### src/rtl/uart_rx.sv
`default_nettype none
// ============================================================================
//  Module      : uart_rx
//  Description : 8N1 UART receiver with a 2-flop input synchronizer, mid-bit
//                sampling, a valid/ready output handshake, and one-cycle
//                frame-error and overrun-error pulses.
//  Revision    : 1.0  initial release
// ============================================================================
module uart_rx #(
    parameter int CLKS_PER_BIT = 868
) (
    input  logic       clk,
    input  logic       rst,
    input  logic       rxd,
    output logic [7:0] rx_data,
    output logic       rx_valid,
    input  logic       rx_ready,
    output logic       frame_err,
    output logic       overrun_err,
    output logic       busy
);

    localparam int c_HALF  = CLKS_PER_BIT / 2;
    localparam int c_CNT_W = $clog2(CLKS_PER_BIT);

    localparam logic [c_CNT_W-1:0] c_HALF_M1 = c_CNT_W'(c_HALF - 1);
    localparam logic [c_CNT_W-1:0] c_BIT_M1  = c_CNT_W'(CLKS_PER_BIT - 1);
    localparam logic [c_CNT_W-1:0] c_CNT_ONE = c_CNT_W'(1);

    typedef enum logic [2:0] {
        S_IDLE      = 3'd0,
        S_START     = 3'd1,
        S_DATA      = 3'd2,
        S_STOP      = 3'd3,
        S_WAIT_HIGH = 3'd4
    } state_t;

    logic               r_sync1_q;
    logic               r_sync2_q;
    state_t             r_state_q,  w_state_d;
    logic [c_CNT_W-1:0] r_cnt_q,    w_cnt_d;
    logic [2:0]         r_idx_q,    w_idx_d;
    logic [7:0]         r_shift_q,  w_shift_d;
    logic [7:0]         r_data_q,   w_data_d;
    logic               r_valid_q,  w_valid_d;
    logic               r_ferr_q,   w_ferr_d;
    logic               r_ovr_q,    w_ovr_d;
    logic               w_byte_done;
    logic               w_accept;
    logic               w_rxs;

    assign w_rxs    = r_sync2_q;
    assign w_accept = r_valid_q & rx_ready;

    // Two-flop synchronizer; resets high so reset never looks like a start bit
    always_ff @(posedge clk) begin
        if (rst) begin
            r_sync1_q <= 1'b1;
            r_sync2_q <= 1'b1;
        end else begin
            r_sync1_q <= rxd;
            r_sync2_q <= r_sync1_q;
        end
    end

    // Next-state, sampling and output-handshake logic
    always_comb begin
        w_state_d   = r_state_q;
        w_cnt_d     = r_cnt_q;
        w_idx_d     = r_idx_q;
        w_shift_d   = r_shift_q;
        w_data_d    = r_data_q;
        w_valid_d   = r_valid_q;
        w_ferr_d    = 1'b0;
        w_ovr_d     = 1'b0;
        w_byte_done = 1'b0;

        case (r_state_q)
            S_IDLE: begin
                w_cnt_d = '0;
                if (!w_rxs) begin
                    w_state_d = S_START;
                end
            end
            S_START: begin
                // Re-check the start bit half a bit in, rejecting glitches
                if (r_cnt_q == c_HALF_M1) begin
                    w_cnt_d = '0;
                    if (!w_rxs) begin
                        w_state_d = S_DATA;
                        w_idx_d   = 3'd0;
                    end else begin
                        w_state_d = S_IDLE;
                    end
                end else begin
                    w_cnt_d = r_cnt_q + c_CNT_ONE;
                end
            end
            S_DATA: begin
                if (r_cnt_q == c_BIT_M1) begin
                    w_cnt_d            = '0;
                    w_shift_d[r_idx_q] = w_rxs;
                    w_idx_d            = r_idx_q + 3'd1;
                    if (r_idx_q == 3'd7) begin
                        w_state_d = S_STOP;
                    end
                end else begin
                    w_cnt_d = r_cnt_q + c_CNT_ONE;
                end
            end
            S_STOP: begin
                if (r_cnt_q == c_BIT_M1) begin
                    w_cnt_d = '0;
                    if (w_rxs) begin
                        w_byte_done = 1'b1;
                        w_state_d   = S_IDLE;
                    end else begin
                        w_ferr_d  = 1'b1;
                        w_state_d = S_WAIT_HIGH;
                    end
                end else begin
                    w_cnt_d = r_cnt_q + c_CNT_ONE;
                end
            end
            S_WAIT_HIGH: begin
                // Hold off until the line returns high so a break reports once
                if (w_rxs) begin
                    w_state_d = S_IDLE;
                end
            end
            default: begin
                w_state_d = S_IDLE;
            end
        endcase

        // A byte lands if the holding register is empty or being drained now
        if (w_byte_done) begin
            if (!r_valid_q || w_accept) begin
                w_data_d  = r_shift_q;
                w_valid_d = 1'b1;
            end else begin
                w_ovr_d = 1'b1;
            end
        end else if (w_accept) begin
            w_valid_d = 1'b0;
        end
    end

    // State and datapath registers
    always_ff @(posedge clk) begin
        if (rst) begin
            r_state_q <= S_IDLE;
            r_cnt_q   <= '0;
            r_idx_q   <= 3'd0;
            r_shift_q <= 8'h00;
            r_data_q  <= 8'h00;
            r_valid_q <= 1'b0;
            r_ferr_q  <= 1'b0;
            r_ovr_q   <= 1'b0;
        end else begin
            r_state_q <= w_state_d;
            r_cnt_q   <= w_cnt_d;
            r_idx_q   <= w_idx_d;
            r_shift_q <= w_shift_d;
            r_data_q  <= w_data_d;
            r_valid_q <= w_valid_d;
            r_ferr_q  <= w_ferr_d;
            r_ovr_q   <= w_ovr_d;
        end
    end

    assign rx_data     = r_data_q;
    assign rx_valid    = r_valid_q;
    assign frame_err   = r_ferr_q;
    assign overrun_err = r_ovr_q;
    assign busy        = (r_state_q != S_IDLE);

endmodule
`default_nettype wire

### config.mk
export PLATFORM = sky130hd
export DESIGN_NAME = uart_rx
export DESIGN_NICKNAME = d
export VERILOG_FILES = /design/src/rtl/uart_rx.sv
export SDC_FILE = /design/constraint.sdc
export NUM_CORES = 1
export LEC_CHECK = 0
export BUFFER_PORTS_ARGS = -buffer_cell sky130_fd_sc_hd__buf_2
export CAP_MARGIN = 20
export CORE_ASPECT_RATIO = 1.25
export CORE_MARGIN = 2
export CORE_UTILIZATION = 29
export DETAILED_ROUTE_END_ITERATION = 10
export PLACE_DENSITY = 0.51
export SYNTH_ARGS = -nofsm -noshare
export SYNTH_HDL_FRONTEND = slang
export SYNTH_SLANG_ARGS = --single-unit
### constraint.sdc
create_clock -name clk -period 3.75 [get_ports clk]
set_clock_uncertainty 0.15 [all_clocks]
set_input_delay 0.9375 -clock clk [delete_from_list [all_inputs] [get_ports clk]]
set_output_delay 0.9375 -clock clk [all_outputs]
set_load 0.02 [all_outputs]
==> impl_metrics.sql, run 1 <==
INSERT INTO impl_metrics (metric_group, metric, value, unit) VALUES
('cells_and_area', 'layout_common_cells', '37 x dfxtp_1, 28 x a21oi_1, 21 x nand3_1', ''),
('setup_path', 'worst-setup-path-type', 'reg2out', ''),
('logic_synthesis', 'postSynthRegisterBits', '37', ''),
('sta', 'timing.max_slew.rel_slack', '35.4', '%'),
('sta', 'min_period', '2520', 'ps'),
('global_route', 'global_route.overflow_total', '0', ''),
('floorplanning', 'die_h', '96.2', 'um'),
('setup_path', 'critical_path.reg2reg.startpoint', 'r_state_q[0]', ''),
('logic_synthesis', 'yosys.cell_types.count', '44', ''),
('sta', 'fmax', '397', 'MHz'),
('clock_tree', 'clock_tree.htree_level_count', '2', ''),
('floorplanning', 'full_die_area', '7480', 'um2'),
('global_route', 'grtUsageTotal', '13.8', '%'),
('sta', 'grt_setup_unrepaired', 'false', ''),
('setup_path', 'critPathBufInv', '1', ''),
('setup_path', 'critPathSlowestCell', 'dfxtp_1', ''),
('hold_path', 'hold_class', 'reg2reg', ''),
('placed_design', 'placed_area', '2080', 'um2'),
('global_route', 'grt_antenna_before_repair', '0', ''),
('cells_and_area', 'fraction_of_the_core_area_covered_by_cells_at_the_end_of_the_flow', '33.5', '%'),
('cells_and_area', 'fill_cells', '711', ''),
('power_and_ir_drop', 'pwr_density_cell', '348', 'nW/um2'),
('status', 'run_status', 'complete, no violations', ''),
('logic_synthesis', 'yosys.area_share.xor_xnor', '0.444', '%'),
('sta', 'timing_worst_slew_pin_value', '965', 'ps'),
('clock_tree', 'clockRootBuffer', 'clkbuf_8', ''),
('cells_and_area', 'net_count_reported_at_finish', '259', ''),
('global_route', 'first_pass_grt_wire_length', '8430', 'um'),
('routing', 'remaining_drc_errors', '0', ''),
('setup_path', 'critical_path.endpoint_type', 'output port', ''),
('placed_design', 'dp.final_hpwl', '3300', 'um'),
('logic_synthesis', 'synth_top_family_by_area', 'simple AND/OR/NAND/NOR gates', ''),
('power_and_ir_drop', 'peakVddDrop', '199', 'uV'),
('routing', 'drt_wl_total', '4860', 'um'),
('logic_synthesis', 'synth-adder-area-share', '3.17', '%'),
('routing', 'route.detailed.wl_per_inst', '14.4', 'um'),
('setup_path', 'path_cells', 'or3_1 -> buf_2', ''),
('floorplanning', 'std_cell_rows', '33', ''),
('hold_path', 'worst_hold_startpoint', 'r_sync1_q', ''),
('setup_path', 'timing.critical_path.fanout_max', '20', ''),
('clock_tree', 'clockBufferDepth', '2', ''),
('floorplanning', 'starting_density_of_the_core', '30.1', '%'),
('sta', 'slew_viol_final', '0', ''),
('cells_and_area', 'drive_gt1_share', '12.4', '%'),
('routing', 'routed_via_density', '5.33', ''),
('logic_synthesis', 'synth_sequential_area_ratio', '37.5', '%'),
('routing', 'dr_wl_met3', '129', 'um'),
('logic_synthesis', 'netlist_area', '1970', 'um2'),
('setup_path', 'cp-startpoint', 'r_state_q[2]', ''),
('power_and_ir_drop', 'power.total', '767', 'uW'),
('setup_path', 'critical_path_data_arrival_time', '1430', 'ps'),
('logic_synthesis', 'synth_top_area_share', '37.5', '%'),
('clock_tree', 'cts_hold_buffers', '0', ''),
('setup_path', 'critical_path.max_stage_delay', '540', 'ps'),
('cells_and_area', 'finish.instance_area', '2200', 'um2'),
('cells_and_area', 'commonest_non_fill_non_tap_cell_in_the_layout', 'dfxtp_1', ''),
('routing', 'antenna_violating_nets_post_route', '0', ''),
('floorplanning', 'dieWidth', '77.8', 'um'),
('clock_tree', 'post_cts.resized_instances', '0', ''),
('routing', 'drt-pass1-iter-count', '4', ''),
('logic_synthesis', 'post_synth_and_or_nand_nor_area_fraction', '30.1', '%'),
('clock_tree', 'postCtsSetupBuffers', '0', ''),
('logic_synthesis', 'synth.area.mux_share', '0', '%'),
('logic_synthesis', 'synthesis.yosys.warnings', '0', ''),
('sta', 'hold_violations', '0', ''),
('floorplanning', 'placeableCoreArea', '6570', 'um2'),
('sta', 'final_min_period_over_clock_period', '67.2', '%'),
('clock_tree', 'worstSkewPairLatency', '290', 'ps'),
('routing', 'wl_met2', '2420', 'um'),
('logic_synthesis', 'synth_top_cells_by_area', 'dfxtp_1 38%, a21oi_1 7.1%, nand3_1 5.3%, o21ai_0 3.3%, nand2_1 3.2%', ''),
('cells_and_area', 'syn_to_final_growth', '11.5', '%');
worst reg2reg max path, cell delays in order, from the launching register on:
cell,delay [ps]
dfxtp_1,610
or3b_2,510
a31oi_1,730
o21ai_0,220
a21oi_1,150
worst paths after layout:
check	end	cells after the start	slack (ps)
worst max-delay path	busy	2	1230
worst min-delay path	r_sync2_q	1	260
worst min register to register	r_sync2_q	1	260
worst max register to register	r_cnt_q[3]	4	1330
registers in the layout, indices dropped and copies added (netlist names):
| signal | cells |
|---|---|
| overrun_err | 1 |
| frame_err | 1 |
| r_idx_q | 3 |
| r_sync1_q | 1 |
| rx_data | 8 |
| r_cnt_q | 10 |
| r_shift_q | 8 |
| r_state_q | 3 |
| r_sync2_q | 1 |
| rx_valid | 1 |
cells in the mapped netlist (all sizes together):
| master | n |
|---|---|
| o211ai | 4 |
| dfxtp | 37 |
| or3 | 4 |
| nor4b | 2 |
| nand3 | 21 |
| nor4bb | 2 |
| o2111ai | 2 |
| buf | 4 |
| o31ai | 6 |
| or4 | 2 |
| nor2 | 9 |
| o221ai | 2 |
| a21oi | 28 |
| o31a | 1 |
| a211oi | 1 |
| a311oi | 1 |
| nor3b | 3 |
| o21a | 1 |
| or3b | 2 |
| nand4 | 5 |
| a31oi | 5 |
| nand4b | 2 |
| clkbuf | 14 |
| xnor2 | 1 |
| o21ai | 24 |
| nand2b | 7 |
| or2 | 2 |
| nand2 | 17 |
| nor3 | 2 |
| and2 | 1 |
| inv | 4 |
| o22ai | 1 |
| ha | 5 |
| and4 | 3 |
| nor4 | 8 |
| o21bai | 1 |
| a21o | 1 |
| and4b | 1 |
| nor2b | 8 |
logic make-up (layout without fill, tap and decap cells):
| group | count (synthesis) | after routing |
|---|---|---|
| AOI/OAI and AO/OA | 78 | 78 |
| adders and majority gates | 5 | 5 |
| xor gates and xnor gates | 1 | 1 |
| and+or+nand+nor | 101 | 101 |
| buffers and inverters | 22 | 29 |
| DFF | 37 | 37 |
stage by stage:
step,hold slack [ps],std cells,setup slack [ps]
floorplan,239,244,1540
global placement,247,329,1350
detailed placement,245,329,1390
CTS,264,337,1220
global route,280,338,1150
finish,263,338,1230
layout make-up:
class / count / area [um2] / share of cell area (%)
flip-flops and latches: 37 / 741 / 33.7
well taps: 87 / 109 / 4.95
clock buffers: 5 / 68.8 / 3.13
inverters: 4 / 15.0 / 0.682
multi-input cells: 185 / 1130 / 51.5
clock inverters: 3 / 46.3 / 2.10
repair buffers: 17 / 87.6 / 3.98
power breakdown:
| part | switching, mW | internal, mW |
|---|---|---|
| registers | 0.00342 | 0.394 |
| clock network | 0.152 | 0.199 |
| logic | 0.0128 | 0.00536 |
| total | 0.168 | 0.598 |
routing by layer:
metal,global-route usage (%),vias up
li1,-,921
met1,17.6,846
met2,23.7,29
met3,3.00,4
met4,3.27,0
met5,0,-
Power figures use the tool's default switching activity.
==> inputs of run 2 (changes only) <==
--- a/config.mk
+++ b/config.mk
@@ -5,13 +5,14 @@
 export SDC_FILE = /design/constraint.sdc
 export NUM_CORES = 1
 export LEC_CHECK = 0
+export ABC_AREA = 1
 export BUFFER_PORTS_ARGS = -buffer_cell sky130_fd_sc_hd__buf_2
 export CAP_MARGIN = 20
 export CORE_ASPECT_RATIO = 1.25
 export CORE_MARGIN = 2
 export CORE_UTILIZATION = 29
 export DETAILED_ROUTE_END_ITERATION = 10
-export PLACE_DENSITY = 0.51
+export PLACE_DENSITY = 0.52
 export SYNTH_ARGS = -nofsm -noshare
 export SYNTH_HDL_FRONTEND = slang
 export SYNTH_SLANG_ARGS = --single-unit
==> constraint.sdc (replaced) <==
create_clock -name clk -period 2.05 [get_ports clk]
set_clock_uncertainty 0.15 [all_clocks]
set_input_delay 0.5125 -clock clk [delete_from_list [all_inputs] [get_ports clk]]
set_output_delay 0.5125 -clock clk [all_outputs]
set_load 0.02 [all_outputs]
==> impl_metrics.sql, run 2 <==
INSERT INTO impl_metrics (metric_group, metric, value, unit) VALUES
('floorplanning', 'full_die_area', '7270', 'um2'),
('power_and_ir_drop', 'clockPowerShare', '38.6', '%'),
('clock_tree', 'clock-sinks', '37', ''),
('clock_tree', 'worstSkewPairLatency', '290', 'ps'),
('clock_tree', 'clockRootBuffer', 'clkbuf_8', ''),
('status', 'run_status', 'complete, no violations', ''),
('setup_path', 'critical_path_data_arrival_time', '1920', 'ps'),
('placed_design', 'gp_congestion', '0.766', ''),
('cells_and_area', 'commonest_non_fill_non_tap_cell_in_the_layout', 'nand2_1', ''),
('global_route', 'global_route.overflow_total', '0', ''),
('cells_and_area', 'multi_input_gate_area', '955', 'um2'),
('clock_tree', 'clk_pin_slew', '70', 'ps'),
('hold_path', 'hold_class', 'in2reg', ''),
('clock_tree', 'post_cts.resized_instances', '0', ''),
('sta', 'final_hold_slack', '259', 'ps'),
('clock_tree', 'tritoncts', 'done', ''),
('routing', 'drt-pass1-iter-count', '4', ''),
('sta', 'timing.max_slew.rel_slack', '73.6', '%'),
('sta', 'fin_tns_setup', '0', 'ps'),
('clock_tree', 'postCtsSetupBuffers', '0', ''),
('routing', 'routed_via_density', '4.28', ''),
('floorplanning', 'placeableCoreArea', '6480', 'um2'),
('cells_and_area', 'largest_reg_flops', '10', ''),
('global_route', 'grt_antenna_before_repair', '0', ''),
('clock_tree', 'clock_tree.htree_level_count', '2', ''),
('power_and_ir_drop', 'pwr_density_cell', '783', 'nW/um2'),
('clock_tree', 'cts_hold_buffers', '0', ''),
('power_and_ir_drop', 'switching_share', '28.1', '%'),
('global_route', 'largest_net_degree_at_the_start_of_global_routing', '19', ''),
('logic_synthesis', 'yosys.cell_types.count', '29', ''),
('logic_synthesis', 'synthesis.area_per_instance', '7.01', 'um2'),
('logic_synthesis', 'dominantRegCellSynth', 'dfxtp_1', ''),
('routing', 'drtIter0Drc', '56', ''),
('routing', 'antenna_violating_nets_post_route', '0', ''),
('routing', 'route.detailed.wl_per_inst', '10.2', 'um'),
('setup_path', 'startpoint_type', 'flop', ''),
('sta', 'min_period', '1850', 'ps'),
('logic_synthesis', 'postSynthRegisterBits', '37', ''),
('power_and_ir_drop', 'peakVddDrop', '311', 'uV'),
('cells_and_area', 'net_count_reported_at_finish', '299', ''),
('sta', 'final_min_period_over_clock_period', '90.2', '%'),
('placed_design', 'io_buffer_count', '15', ''),
('cells_and_area', 'drive_gt1_share', '15.8', '%'),
('sta', 'fmax', '541', 'MHz'),
('cells_and_area', 'fill_cells', '722', ''),
('logic_synthesis', 'netlist_area', '1910', 'um2'),
('logic_synthesis', 'yosys.area.top_type', 'dfxtp_1', ''),
('logic_synthesis', 'synth_most_common_cell', 'nand2_1', ''),
('power_and_ir_drop', 'net_sw_power', '479', 'uW'),
('setup_path', 'worst-setup-path-type', 'reg2reg', ''),
('clock_tree', 'numCtsBuffers', '5', ''),
('sta', 'slew_viol_final', '0', ''),
('job', 'cap_viol_max_count', '0', ''),
('floorplanning', 'dieWidth', '76.7', 'um'),
('sta', 'setup_viol', '0', ''),
('global_route', 'first_global_vias', '1539', ''),
('logic_synthesis', 'synth_enable_flop_cells', '0', ''),
('setup_path', 'critical_path_required', '2120', 'ps'),
('sta', 'timing_worst_slew_pin_value', '395', 'ps'),
('power_and_ir_drop', 'power.static_leakage', '0.963', 'nW'),
('logic_synthesis', 'synth_top_cells_by_area', 'dfxtp_1 39%, nand2_1 14%, inv_1 7.1%, nor2_1 6.1%, a21oi_1 4.2%', ''),
('sta', 'grt_setup_unrepaired', 'false', ''),
('floorplanning', 'starting_density_of_the_core', '29.5', '%'),
('power_and_ir_drop', 'internal-power', '1.23', 'mW'),
('floorplanning', 'std_cell_rows', '33', ''),
('cells_and_area', 'syn_to_final_growth', '14.0', '%'),
('sta', 'hold_violations', '0', ''),
('placed_design', 'dp.final_hpwl', '2810', 'um'),
('routing', 'remaining_drc_errors', '0', ''),
('floorplanning', 'die_h', '94.8', 'um'),
('logic_synthesis', 'synth_sequential_area_ratio', '38.7', '%'),
('power_and_ir_drop', 'p_seq_share', '45.9', '%'),
('logic_synthesis', 'syn_inst', '273', ''),
('global_route', 'grtUsageTotal', '11.6', '%'),
('logic_synthesis', 'synth_top_area_share', '38.7', '%'),
('global_route', 'first_pass_grt_wire_length', '6780', 'um'),
('routing', 'dr_total_vias', '1619', ''),
('cells_and_area', 'most_flop_heavy_register', 'r_cnt_q', ''),
('logic_synthesis', 'synthesis.yosys.warnings', '0', ''),
('cells_and_area', 'sequential_cell_area', '742', 'um2'),
('logic_synthesis', 'syn-num-nets', '282', ''),
('floorplanning', 'boundaryPins', '16', ''),
('power_and_ir_drop', 'combPwrFrac', '15.5', '%'),
('routing', 'drt_wl_total', '3850', 'um'),
('logic_synthesis', 'synthArstFlopShare', '0', '%'),
('setup_path', 'critical_path.endpoint_type', 'flop', ''),
('cells_and_area', 'num_antenna_cells', '0', ''),
('logic_synthesis', 'synthTopCellsByCount', '73 x nand2_1, 37 x dfxtp_1, 36 x inv_1, 31 x nor2_1', ''),
('setup_path', 'timing.critical_path.fanout_max', '17', ''),
('cells_and_area', 'layout_common_cells', '72 x nand2_1, 36 x inv_1, 36 x dfxtp_1', ''),
('clock_tree', 'clockBufferDepth', '2', '');
-- run 2: worst max-delay path: stages (launching register included) --
cell and delay (ps):
dfxtp_1 390, ha_1 220, nand2_2 80, nor2_4 110, nand3_4 130, nor2_4 310
nand2_1 130, o21bai_1 140, nand2_1 60, nor2_1 80
-- run 2: logic make-up (layout without fill, tap and decap cells) --
| group | after synthesis | count (layout) | share of synthesized area, % |
|---|---|---|---|
| XOR/XNOR | 5 | 5 | 2.29 |
| AO/OA/AOI/OAI | 30 | 30 | 8.37 |
| flip-flops | 37 | 37 | 38.7 |
| AND/OR/NAND/NOR | 147 | 147 | 35.8 |
| adder cells (fa/ha/maj) | 5 | 5 | 3.27 |
| buffers and inverters | 49 | 67 | 11.6 |
-- run 2: power by group through the flow --
stage                     combinational, mW  sequential [mW]  clock [mW]
final                                 0.265            0.784       0.659
after global routing                  0.306            0.789       0.703
after CTS                             0.268            0.783       0.677
after detailed placement              0.267            0.800           0
after global placement                0.268            0.799           0
after floorplan                       0.218            0.782           0
-- run 2: per-layer routing --
layer | GRT usage, % | part of all wire [%] | vias up
met5 | 0 | 0 | -
li1 | - | - | 886
met3 | 2.96 | 2.6 | 4
met4 | 3.94 | 1.3 | 0
met1 | 12.5 | 44 | 714
met2 | 22.1 | 52 | 15
-- run 2: metrics by stage --
stage	utilization (%)	setup WS, ps	std cells	instance area (um2)	power, mW
after detailed placement	31.8	152	370	2060	1.07
final	33.7	201	378	2180	1.71
after floorplan	-	380	273	1910	1.00
after global routing	33.7	25.9	378	2180	1.80
after CTS	33.6	129	378	2180	1.73
after global placement	31.8	198	370	2060	1.07
-- run 2: area by class of cell --
type	count	share of cell area (%)
Clock inverter	1	1.38
Sequential cell	37	34.0
Inverter	40	7.11
Multi-Input combinational cell	187	43.8
Clock buffer	7	3.96
Tap cell	87	4.99
Timing Repair Buffer	19	4.82
-- run 2: worst paths after layout --
kind / from / to / slack (ps) / cells after the start
worst min-delay path: rxd / r_sync1_q / 260 / 2
worst max register to register: r_cnt_q[1] / r_shift_q[7] / 200 / 9
worst min register to register: r_sync1_q / r_sync2_q / 260 / 1
worst max-delay path: r_cnt_q[1] / r_shift_q[7] / 200 / 9
==> inputs of run 3 (changes only) <==
==> constraint.sdc (replaced) <==
create_clock -name clk -period 1.5 [get_ports clk]
set_clock_uncertainty 0.15 [all_clocks]
set_input_delay 0.375 -clock clk [delete_from_list [all_inputs] [get_ports clk]]
set_output_delay 0.375 -clock clk [all_outputs]
set_load 0.02 [all_outputs]
==> impl_metrics.sql, run 3 (synthesized netlist as in run 2, its figures left out) <==
INSERT INTO impl_metrics (metric_group, metric, value, unit) VALUES
('setup_path', 'reg2reg_slack', '-90', 'ps'),
('setup_path', 'critical_path_data_arrival_time', '1680', 'ps'),
('routing', 'drtIter0Drc', '46', ''),
('global_route', 'global_route.overflow_total', '0', ''),
('clock_tree', 'clk_pin_slew', '80', 'ps'),
('global_route', 'largest_net_degree_at_the_start_of_global_routing', '14', ''),
('sta', 'min_period', '1590', 'ps'),
('hold_path', 'min_delay_worst_endpoint', 'r_sync1_q', ''),
('setup_path', 'worst-setup-path-type', 'reg2reg', ''),
('setup_path', 'startpoint_type', 'flop', ''),
('clock_tree', 'worstSkewPairLatency', '290', 'ps'),
('clock_tree', 'clockRootBuffer', 'clkbuf_8', ''),
('sta', 'timing.max_slew.rel_slack', '82.2', '%'),
('setup_path', 'cp-startpoint', 'r_cnt_q[1]', ''),
('global_route', 'first_pass_grt_wire_length', '7580', 'um'),
('cells_and_area', 'drive_gt1_share', '34.6', '%'),
('floorplanning', 'dieWidth', '76.7', 'um'),
('status', 'run_status', 'complete, but fails checks', ''),
('setup_path', 'critical_path.reg2reg.startpoint', 'r_cnt_q[1]', ''),
('placed_design', 'gp_congestion', '0.755', ''),
('cells_and_area', 'syn_to_final_growth', '37.6', '%'),
('placed_design', 'dp.final_hpwl', '3220', 'um'),
('clock_tree', 'clock_tree.htree_level_count', '2', ''),
('sta', 'grt_setup_unrepaired', 'true', ''),
('global_route', 'first_global_vias', '1714', ''),
('cells_and_area', 'net_count_reported_at_finish', '343', ''),
('setup_path', 'reg2reg_capture_point', 'rx_data[2]', ''),
('cells_and_area', 'largest_reg_flops', '10', ''),
('power_and_ir_drop', 'power.static_leakage', '1.21', 'nW'),
('floorplanning', 'starting_density_of_the_core', '29.5', '%'),
('sta', 'fmax', '629', 'MHz'),
('floorplanning', 'die_h', '94.8', 'um'),
('global_route', 'grt_antenna_before_repair', '0', ''),
('routing', 'drt-pass1-iter-count', '4', ''),
('power_and_ir_drop', 'pwr_density_cell', '937', 'nW/um2'),
('sta', 'timing_worst_slew_pin_value', '265', 'ps'),
('routing', 'routed_via_density', '4.28', ''),
('floorplanning', 'placeableCoreArea', '6480', 'um2'),
('routing', 'remaining_drc_errors', '0', ''),
('cells_and_area', 'layoutNonFillerInstCount', '422', ''),
('sta', 'hold_violations', '0', ''),
('sta', 'setup_viol', '27', ''),
('clock_tree', 'clock-sinks', '37', ''),
('routing', 'route.detailed.wl_per_inst', '10.6', 'um'),
('setup_path', 'timing.critical_path.fanout_max', '8', ''),
('sta', 'slew_viol_final', '0', ''),
('job', 'cap_viol_max_count', '0', ''),
('clock_tree', 'clockBufferDepth', '2', ''),
('cells_and_area', 'most_flop_heavy_register', 'r_cnt_q', ''),
('sta', 'post-route-worst-setup-slack', '-89.5', 'ps'),
('routing', 'dr_total_vias', '1807', ''),
('placed_design', 'io_buffer_count', '15', ''),
('floorplanning', 'full_die_area', '7270', 'um2'),
('cells_and_area', 'layout_common_cells', '65 x nand2_1, 43 x buf_4, 35 x inv_1', ''),
('routing', 'drt_wl_total', '4480', 'um'),
('setup_path', 'critical_path_required', '1590', 'ps'),
('setup_path', 'critical_path.endpoint_type', 'flop', ''),
('status', 'violated_checks', 'setup timing', ''),
('hold_path', 'hold_class', 'in2reg', ''),
('power_and_ir_drop', 'peakVddDrop', '402', 'uV'),
('floorplanning', 'std_cell_rows', '33', ''),
('placed_design', 'placed_cells_incl_taps', '407', ''),
('hold_path', 'count_of_cells_along_the_worst_hold_path', '2', ''),
('cells_and_area', 'fraction_of_the_core_area_covered_by_cells_at_the_end_of_the_flow', '40.6', '%'),
('routing', 'antenna_violating_nets_post_route', '0', ''),
('clock_tree', 'numCtsBuffers', '5', ''),
('global_route', 'grtUsageTotal', '13.1', '%'),
('floorplanning', 'boundaryPins', '16', ''),
('cells_and_area', 'commonest_non_fill_non_tap_cell_in_the_layout', 'nand2_1', ''),
('cells_and_area', 'num_antenna_cells', '0', ''),
('hold_path', 'worst_hold_startpoint', 'rxd', ''),
('clock_tree', 'tritoncts', 'done', ''),
('setup_path', 'reg2regPathDepth', '10', ''),
('sta', 'final_min_period_over_clock_period', '106', '%');
## run 3: changes by cell type in the layout (fill, tap and decap cells not counted), sizes merged
cell | previous run | this run
buf | 19 | 62
clkinv | 1 | 3
bufinv | 1 | 0
clkbuf | 7 | 6
nand2 | 78 | 79
## run 3: where the power goes
part	internal, mW	switching [mW]
Clock	0.373	0.374
Sequential	1.03	0.0444
Combinational	0.312	0.335
## run 3: what timing repair did
action | in CTS | in global routing
hold endpoints to repair | 0 | 0
gates cloned | 1 | 0
pin swaps | 3 | 6
setup endpoints to repair | 31 | 35
hold buffers | 0 | 0
resized for setup | 18 | 22
buffers inserted | 3 | 3
## run 3: worst max-delay path, stage by stage, from the launching register on
cell and delay, ps:
dfxtp_4 370, ha_4 150, nand2_4 50, nor2_4 90, nand3_4 120, nor3_4 140, buf_4 150, nand2_4 100
nand2_1 80, nand2_1 40, nor2_1 80
## run 3: how the worst max path moves through the flow
stage / to / slack [ps] / cells past startpoint
2_1_floorplan: rx_data[0] / -100 / 9
3_3_place_gp: rx_data[0] / -90 / 8
3_5_place_dp: rx_data[0] / -130 / 8
4_1_cts: rx_data[2] / -130 / 10
5_1_grt: rx_data[2] / -200 / 10
6_report: rx_data[2] / -90 / 10
## run 3: routing by layer
layer / routed length, um / GRT usage [%] / part of all wire [%]
met5: 0 / 0 / 0
met4: 58 / 4.09 / 1.3
met3: 103 / 2.68 / 2.3
met2: 2330 / 24.7 / 52
met1: 1990 / 14.6 / 44
## run 3: cell type report
class,instances,area [um2]
tap,87,109
multi-input combinational,188,1060
sequential,37,757
clock inverter,2,13.8
inverter,40,155
fill,699,3850
timing repair buffer,62,458
clock buffer,6,82.6
## run 3: stage by stage
| stage | setup TNS, ps | power [mW] | worst slack, ps | instance area (um2) | hold slack [ps] |
|---|---|---|---|---|---|
| floorplan | -808 | 1.38 | -98.0 | 1930 | 239 |
| global placement | -1290 | 1.62 | -89.1 | 2370 | 243 |
| detailed placement | -2080 | 1.62 | -134 | 2370 | 244 |
| CTS | -2050 | 2.42 | -130 | 2540 | 108 |
| global route | -4610 | 2.59 | -203 | 2630 | 115 |
| finish | -1490 | 2.47 | -89.5 | 2630 | 117 |
